===== src/rtl/pll_rst_seq.sv =====
// pll_rst_seq: lock-qualified reset sequencer running on the free-running
// reference clock. Debounces the synchronized PLL lock, releases the
// per-domain resets one stage at a time, re-asserts them all on lock loss
// and keeps a saturating count of lock-loss events.
// Optional feature macro: PLL_RST_SEQ_TIMEOUT_EN. When defined, a WAIT_LOCK
// timeout pulses pll_rst for PLL_RST_CYCLES cycles. When undefined,
// pll_rst is tied low and WAIT_LOCK waits indefinitely.
module pll_rst_seq #(
    parameter int SYNC_STAGES    = 2,
    parameter int STABLE_CYCLES  = 1024,
    parameter int NUM_STAGES     = 4,
    parameter int STAGE_GAP      = 16,
    parameter int TIMEOUT_CYCLES = 500000,
    parameter int PLL_RST_CYCLES = 64
) (
    input  logic                  clk,
    input  logic                  rst,
    input  logic                  pll_lock,
    output logic                  pll_rst,
    output logic [NUM_STAGES-1:0] rst_stage,
    output logic                  ready,
    output logic [7:0]            lock_loss_cnt,
    output logic [2:0]            state
);

    function automatic int maxOf(input int a, input int b);
        return (a > b) ? a : b;
    endfunction

    // One shared counter serves every state, so it is sized for the
    // largest value any state compares against.
    localparam int CNT_MAX = maxOf(maxOf(STABLE_CYCLES, STAGE_GAP),
                                   maxOf(TIMEOUT_CYCLES, PLL_RST_CYCLES));
    localparam int CNT_W   = $clog2(CNT_MAX) + 1;
    localparam int IDX_W   = $clog2(NUM_STAGES) + 1;

    typedef enum logic [2:0] {
        WAIT_LOCK = 3'd0,
        STABLE    = 3'd1,
        RELEASE   = 3'd2,
        RUN       = 3'd3,
        RESET_PLL = 3'd4
    } state_t;

    logic [SYNC_STAGES-1:0] r_sync;
    logic                   w_lock_s;

    state_t                 r_state;
    state_t                 w_state_nxt;

    logic [CNT_W-1:0]       r_cnt;
    logic [CNT_W-1:0]       w_cnt_nxt;
    logic [CNT_W-1:0]       w_cnt_inc;

    logic [IDX_W-1:0]       r_idx;
    logic [IDX_W-1:0]       w_idx_nxt;

    logic [NUM_STAGES-1:0]  r_stage;
    logic [NUM_STAGES-1:0]  w_stage_nxt;

    logic                   r_ready;
    logic                   w_ready_nxt;

    logic [7:0]             r_loss;
    logic [7:0]             w_loss_nxt;

    logic                   w_stable_hit;
    logic                   w_gap_hit;
    logic                   w_all_cleared;

`ifdef PLL_RST_SEQ_TIMEOUT_EN
    logic                   r_pll_rst;
    logic                   w_pll_rst_nxt;
    logic                   w_timeout_hit;
    logic                   w_pll_done;
`endif

    // Bring the asynchronous lock into the reference-clock domain.
    always_ff @(posedge clk or posedge rst) begin
        if (rst) begin
            r_sync <= '0;
        end else begin
            r_sync <= {r_sync[SYNC_STAGES-2:0], pll_lock};
        end
    end

    assign w_lock_s = r_sync[SYNC_STAGES-1];

    // Counter saturates instead of wrapping, which matters in an unbounded WAIT_LOCK.
    assign w_cnt_inc     = (r_cnt == {CNT_W{1'b1}}) ? r_cnt : r_cnt + 1'b1;
    assign w_stable_hit  = (r_cnt == CNT_W'(STABLE_CYCLES - 1));
    assign w_gap_hit     = (r_cnt == CNT_W'(STAGE_GAP - 1));
    assign w_all_cleared = (r_idx == IDX_W'(NUM_STAGES));

`ifdef PLL_RST_SEQ_TIMEOUT_EN
    assign w_timeout_hit = (r_cnt == CNT_W'(TIMEOUT_CYCLES - 1));
    assign w_pll_done    = (r_cnt == CNT_W'(PLL_RST_CYCLES - 1));
`endif

    // State register plus the registered outputs and counters.
    always_ff @(posedge clk or posedge rst) begin
        if (rst) begin
            r_state <= WAIT_LOCK;
            r_cnt   <= '0;
            r_idx   <= '0;
            r_stage <= '1;
            r_ready <= 1'b0;
            r_loss  <= '0;
`ifdef PLL_RST_SEQ_TIMEOUT_EN
            r_pll_rst <= 1'b0;
`endif
        end else begin
            r_state <= w_state_nxt;
            r_cnt   <= w_cnt_nxt;
            r_idx   <= w_idx_nxt;
            r_stage <= w_stage_nxt;
            r_ready <= w_ready_nxt;
            r_loss  <= w_loss_nxt;
`ifdef PLL_RST_SEQ_TIMEOUT_EN
            r_pll_rst <= w_pll_rst_nxt;
`endif
        end
    end

    // Next-state decision from the synchronized lock and the counter compares.
    always_comb begin
        w_state_nxt = r_state;
        case (r_state)
            WAIT_LOCK: begin
                if (w_lock_s) begin
                    w_state_nxt = STABLE;
`ifdef PLL_RST_SEQ_TIMEOUT_EN
                end else if (w_timeout_hit) begin
                    w_state_nxt = RESET_PLL;
`endif
                end
            end
            STABLE: begin
                if (!w_lock_s) begin
                    w_state_nxt = WAIT_LOCK;
                end else if (w_stable_hit) begin
                    w_state_nxt = RELEASE;
                end
            end
            RELEASE: begin
                if (!w_lock_s) begin
                    w_state_nxt = WAIT_LOCK;
                end else if (w_gap_hit && w_all_cleared) begin
                    w_state_nxt = RUN;
                end
            end
            RUN: begin
                if (!w_lock_s) begin
                    w_state_nxt = WAIT_LOCK;
                end
            end
`ifdef PLL_RST_SEQ_TIMEOUT_EN
            RESET_PLL: begin
                if (w_pll_done) begin
                    w_state_nxt = WAIT_LOCK;
                end
            end
`endif
            default: begin
                w_state_nxt = WAIT_LOCK;
            end
        endcase
    end

    // Next values of counters and outputs; stages clear strictly in index order.
    always_comb begin
        w_cnt_nxt   = r_cnt;
        w_idx_nxt   = r_idx;
        w_stage_nxt = r_stage;
        w_ready_nxt = r_ready;
        w_loss_nxt  = r_loss;
`ifdef PLL_RST_SEQ_TIMEOUT_EN
        w_pll_rst_nxt = 1'b0;
`endif
        case (r_state)
            WAIT_LOCK: begin
                if (w_lock_s) begin
                    w_cnt_nxt = '0;
`ifdef PLL_RST_SEQ_TIMEOUT_EN
                end else if (w_timeout_hit) begin
                    w_cnt_nxt     = '0;
                    w_pll_rst_nxt = 1'b1;
`endif
                end else begin
                    w_cnt_nxt = w_cnt_inc;
                end
            end
            STABLE: begin
                if (!w_lock_s) begin
                    w_cnt_nxt = '0;
                end else if (w_stable_hit) begin
                    w_cnt_nxt      = '0;
                    w_stage_nxt[0] = 1'b0;
                    w_idx_nxt      = IDX_W'(1);
                end else begin
                    w_cnt_nxt = w_cnt_inc;
                end
            end
            RELEASE, RUN: begin
                if (!w_lock_s) begin
                    w_cnt_nxt   = '0;
                    w_idx_nxt   = '0;
                    w_stage_nxt = '1;
                    w_ready_nxt = 1'b0;
                    w_loss_nxt  = (r_loss == 8'hFF) ? r_loss : r_loss + 8'd1;
                end else if (r_state == RELEASE) begin
                    if (w_gap_hit) begin
                        w_cnt_nxt = '0;
                        if (w_all_cleared) begin
                            w_ready_nxt = 1'b1;
                        end else begin
                            for (int k = 0; k < NUM_STAGES; k++) begin
                                if (r_idx == IDX_W'(k)) begin
                                    w_stage_nxt[k] = 1'b0;
                                end
                            end
                            w_idx_nxt = r_idx + 1'b1;
                        end
                    end else begin
                        w_cnt_nxt = w_cnt_inc;
                    end
                end
            end
`ifdef PLL_RST_SEQ_TIMEOUT_EN
            RESET_PLL: begin
                if (w_pll_done) begin
                    w_cnt_nxt = '0;
                end else begin
                    w_cnt_nxt     = w_cnt_inc;
                    w_pll_rst_nxt = 1'b1;
                end
            end
`endif
            default: begin
                w_cnt_nxt = '0;
            end
        endcase
    end

    assign rst_stage     = r_stage;
    assign ready         = r_ready;
    assign lock_loss_cnt = r_loss;
    assign state         = r_state;

`ifdef PLL_RST_SEQ_TIMEOUT_EN
    assign pll_rst = r_pll_rst;
`else
    assign pll_rst = 1'b0;
`endif

endmodule


===== config.mk =====
export PLATFORM = sky130hd
export DESIGN_NAME = pll_rst_seq
export DESIGN_NICKNAME = d
export VERILOG_FILES = /design/src/rtl/pll_rst_seq.sv
export SDC_FILE = /design/constraint.sdc
export NUM_CORES = 1
export LEC_CHECK = 0
export ABC_CLOCK_PERIOD_IN_PS = 4600
export BUFFER_PORTS_ARGS = -buffer_cell sky130_fd_sc_hd__buf_2
export CAP_MARGIN = 15
export CELL_PAD_IN_SITES_DETAIL_PLACEMENT = 0
export CELL_PAD_IN_SITES_GLOBAL_PLACEMENT = 1
export CORE_ASPECT_RATIO = 1.75
export CORE_MARGIN = 3
export CORE_UTILIZATION = 25
export DETAILED_ROUTE_END_ITERATION = 10
export PLACE_DENSITY_LB_ADDON = 0.1
export SYNTH_ARGS = -nofsm -noshare
export SYNTH_HDL_FRONTEND = slang
export SYNTH_SLANG_ARGS = --single-unit

===== constraint.sdc =====
create_clock -name clk -period 4.6 [get_ports clk]
set_input_delay 0.23 -clock clk [delete_from_list [all_inputs] [get_ports clk]]
set_output_delay 0.23 -clock clk [all_outputs]
set_load 0.03 [all_outputs]

==> qor.csv <==
metric,value,unit
dominantRegCellSynth,dfrtp_1,
dr.pass1.iters,4,
grt_max_degree,41,
port_buffers,17,
leakagePower,0.00106,uW
synth_area,2280,sq um
slew_viol_final,0,
met1_usage,13.4,%
cts.repair.resized,0,
fmaxAchievable,0.364,GHz
fp.dieW,78.2,um
cp-start-kind,flip-flop,
fin_total_pwr,792,uW
area_growth,16.2,%
wl_per_cell,16.5,um
p_int,619,uW
grt_pass1_vias,1956,
dpl.hpwl,4.32,mm
synth_top_family_by_area,simple AND/OR/NAND/NOR gates,
hold_viol_final,0,
cts_max_level,2,
clock_sink_count,40,
relSlewSlack,27.7,%
antenna_left,0,
synth_xor_area_share,8.07,%
rows,45,
grt_pass1_wl,10.3,mm
skew,0.00305,ns
gp_congestion,0.710,
peakVddDrop,0.175,mV
rsz0062_at_grt,false,
die_area,10300,sq um
crit_type,reg -> reg,
synthSimpleGateAreaFrac,21.1,%
hp-class,in -> reg,
yosys_warnings,0,
overflow,0,
yosysSeqAreaShare,44.2,%
wirelength,6.04,mm
cts_tree,done,
synth_seq_cells,40,
path_max_fanout,16,
async_reset_ff_share,100,%
switchingPower,173,uW
synth_compound_area_share,17.3,%
met3_usage,2.39,%
vias_per_cell,4.92,
cp-end-kind,flip-flop,
synth_area_per_cell,9.91,sq um
swShare,21.8,%
initialDrtViolationCount,90,
root_buffer,clkbuf_16,
fin_crit_sh,59.8,%
drc,0,
tightest_slew,1.07,ns
antenna_found_initial,0,
cts_inserted_buffers,5,
min_period,2.75,ns
cpPeakStageDelay,0.73,ns
status,"complete, no violations",
post_cts_buffers,0,
core,8780,sq um
cp.arrival,2.88,ns
grt.total_usage,12.7,%
boundaryPins,20,
grt.met2_usage,23.7,%
p_seq_share,45.9,%
setup_viol,0,
drive_gt1_share,16.9,%
num_antenna_cells,0,
num_vias,1801,
crit_chain,ha_1 -> nand3_1 -> nor4_2 -> nand3b_4 -> a211oi_4 -> nor2_1,
cap_viol_max_count,0,
synthMuxAreaShare,0.934,%
critPathRequiredTime,4.73,ns
synth_edf_count,0,
top_usage_layer,met2,
p_comb_share,3.7,%
synth_fa_ha_area_share,3.84,%
start_util,25.9,%
tns,0,ns
pwr-share-clk,50.3,%
clkTransAtPathRegs,0.06,ns
clockBufferDepth,2,
ctsHoldBuffers,0,
slowest_stage,a211oi_4,
worstSkewPairLatency,0.28,ns
dieHeight,132,um
power_per_cell_area,299,nW/um^2
synth.distinct_cells,52,
final_nets,258,
synthCells,230,
[final timing paths]
| check | startpoint | end | cells after the start | slack, ns |
|---|---|---|---|---|
| setup reg to reg | r_cnt[0]$_DFFE_PP0N_ | r_cnt[4]$_DFFE_PP0N_ | 6 | 1.85 |
| max in group asynchronous | rst | rst_stage[1]$_DFFE_PP1P_ | 3 | 4.16 |
| hold reg to reg | r_sync[0]$_DFF_PP0_ | r_sync[1]$_DFF_PP0_ | 0 | 0.35 |
| min in group asynchronous | rst | r_cnt[15]$_DFFE_PP0N_ | 3 | 0.07 |
| hold / removal | pll_lock | r_sync[0]$_DFF_PP0_ | 1 | 0.05 |
| setup / recovery | r_cnt[0]$_DFFE_PP0N_ | r_cnt[4]$_DFFE_PP0N_ | 6 | 1.85 |
[metrics by stage]
stage | setup slack, ns | instances | area (sq um) | utilization [%] | hold WS (ns)
after floorplan | 2.40 | 231 | 2280 | - | 0.261
after global placement | 1.82 | 358 | 2480 | 28.2 | 0.336
after detailed placement | 1.77 | 358 | 2480 | 28.2 | 0.335
after CTS | 1.76 | 366 | 2650 | 30.1 | 0.0395
after global routing | 1.56 | 366 | 2650 | 30.1 | 0.0457
final | 1.85 | 366 | 2650 | 30.1 | 0.0522
[critical path, delay by kind of cell (launching register included)]
family          cells  cell delay (ns)
compound gates      1             0.73
fa+ha+maj           1             0.24
flops               1             0.45
simple gates        4             1.17
[sequential cells by signal, summed over array words and instances (netlist names)]
signal and count:
rst_stage 4, r_idx 3, r_sync 2, state 2, ready 1, r_cnt 20
lock_loss_cnt 8
[power by group through the flow]
stage	logic [uW]	registers [uW]	clock network (uW)
4_1_cts	30.9	363	418
2_1_floorplan	26.4	366	0
3_3_place_gp	30.9	370	0
6_report	29.5	364	399
5_1_grt	34.4	364	431
3_5_place_dp	30.9	370	0
[final cells by class]
cell class | count | area, sq um
clock buffer | 5 | 125
clock inverter | 3 | 42.5
fill | 970 | 6140
inverter | 14 | 52.6
multi-input combinational | 168 | 1170
sequential | 40 | 1010
tap | 117 | 146
timing repair buffer | 19 | 100
[Yosys cell counts, types with 3 or more instances]
cell type  number  area share [%]
clkbuf_1        6            0.99
dfstp_2         4             4.6
o32ai_1         3             1.2
xnor2_1        15             5.8
nand4_1         8             2.2
nor3_1          5             1.1
a21oi_1         6             1.3
ha_1            7             3.8
o21ai_0         9             2.0
nand3_1        10             2.2
or4_1           5             1.6
and3_1          4             1.1
a22oi_1         3            0.99
nand2_1        17             2.8
xor2_1          6             2.3
a2111oi_0       5             1.9
a41oi_1         3             1.2
a211oi_1        4             1.3
inv_1          14             2.3
nor2_1         16             2.6
o211ai_1        7             2.3
dfrtp_1        36              40
[metal layers]
layer,wire length (um),vias up
met5,0,-
met4,186,0
met3,164,15
met2,3390,33
met1,2290,869
li1,-,884
[kinds of logic after synthesis]
logic type | Yosys count
xor+xnor | 21
buf+inv | 23
mux | 2
simple gates | 83
compound gates | 53
flops | 40
other cells | 1
fa+ha+maj | 7
[cells in the final DEF, fill, tap and decap left out, drive strengths merged, types with 2 or more instances in the layout]
| cell type | synthesis | final |
|---|---|---|
| dfrtp | 36 | 36 |
| buf | 3 | 19 |
| nand2 | 18 | 18 |
| nor2 | 16 | 16 |
| xnor2 | 15 | 15 |
| inv | 14 | 13 |
| o21ai | 11 | 11 |
| nand3 | 10 | 10 |
| nand4 | 8 | 8 |
| o211ai | 7 | 7 |
| ha | 7 | 7 |
| xor2 | 6 | 6 |
| a21oi | 6 | 6 |
| or4 | 6 | 6 |
| nor3 | 5 | 5 |
| a2111oi | 5 | 5 |
| clkbuf | 6 | 5 |
| a211oi | 5 | 5 |
| and3 | 4 | 4 |
| dfstp | 4 | 4 |
| nor4 | 4 | 4 |
| a41oi | 3 | 3 |
| o32ai | 3 | 3 |
| a22oi | 3 | 3 |
| and4 | 2 | 2 |
| nand2b | 2 | 2 |
| or3 | 2 | 2 |
| nand4b | 2 | 2 |
| o31ai | 2 | 2 |
| conb | 1 | 2 |
| clkinv | 0 | 2 |
(Power assumes the default switching activity.)
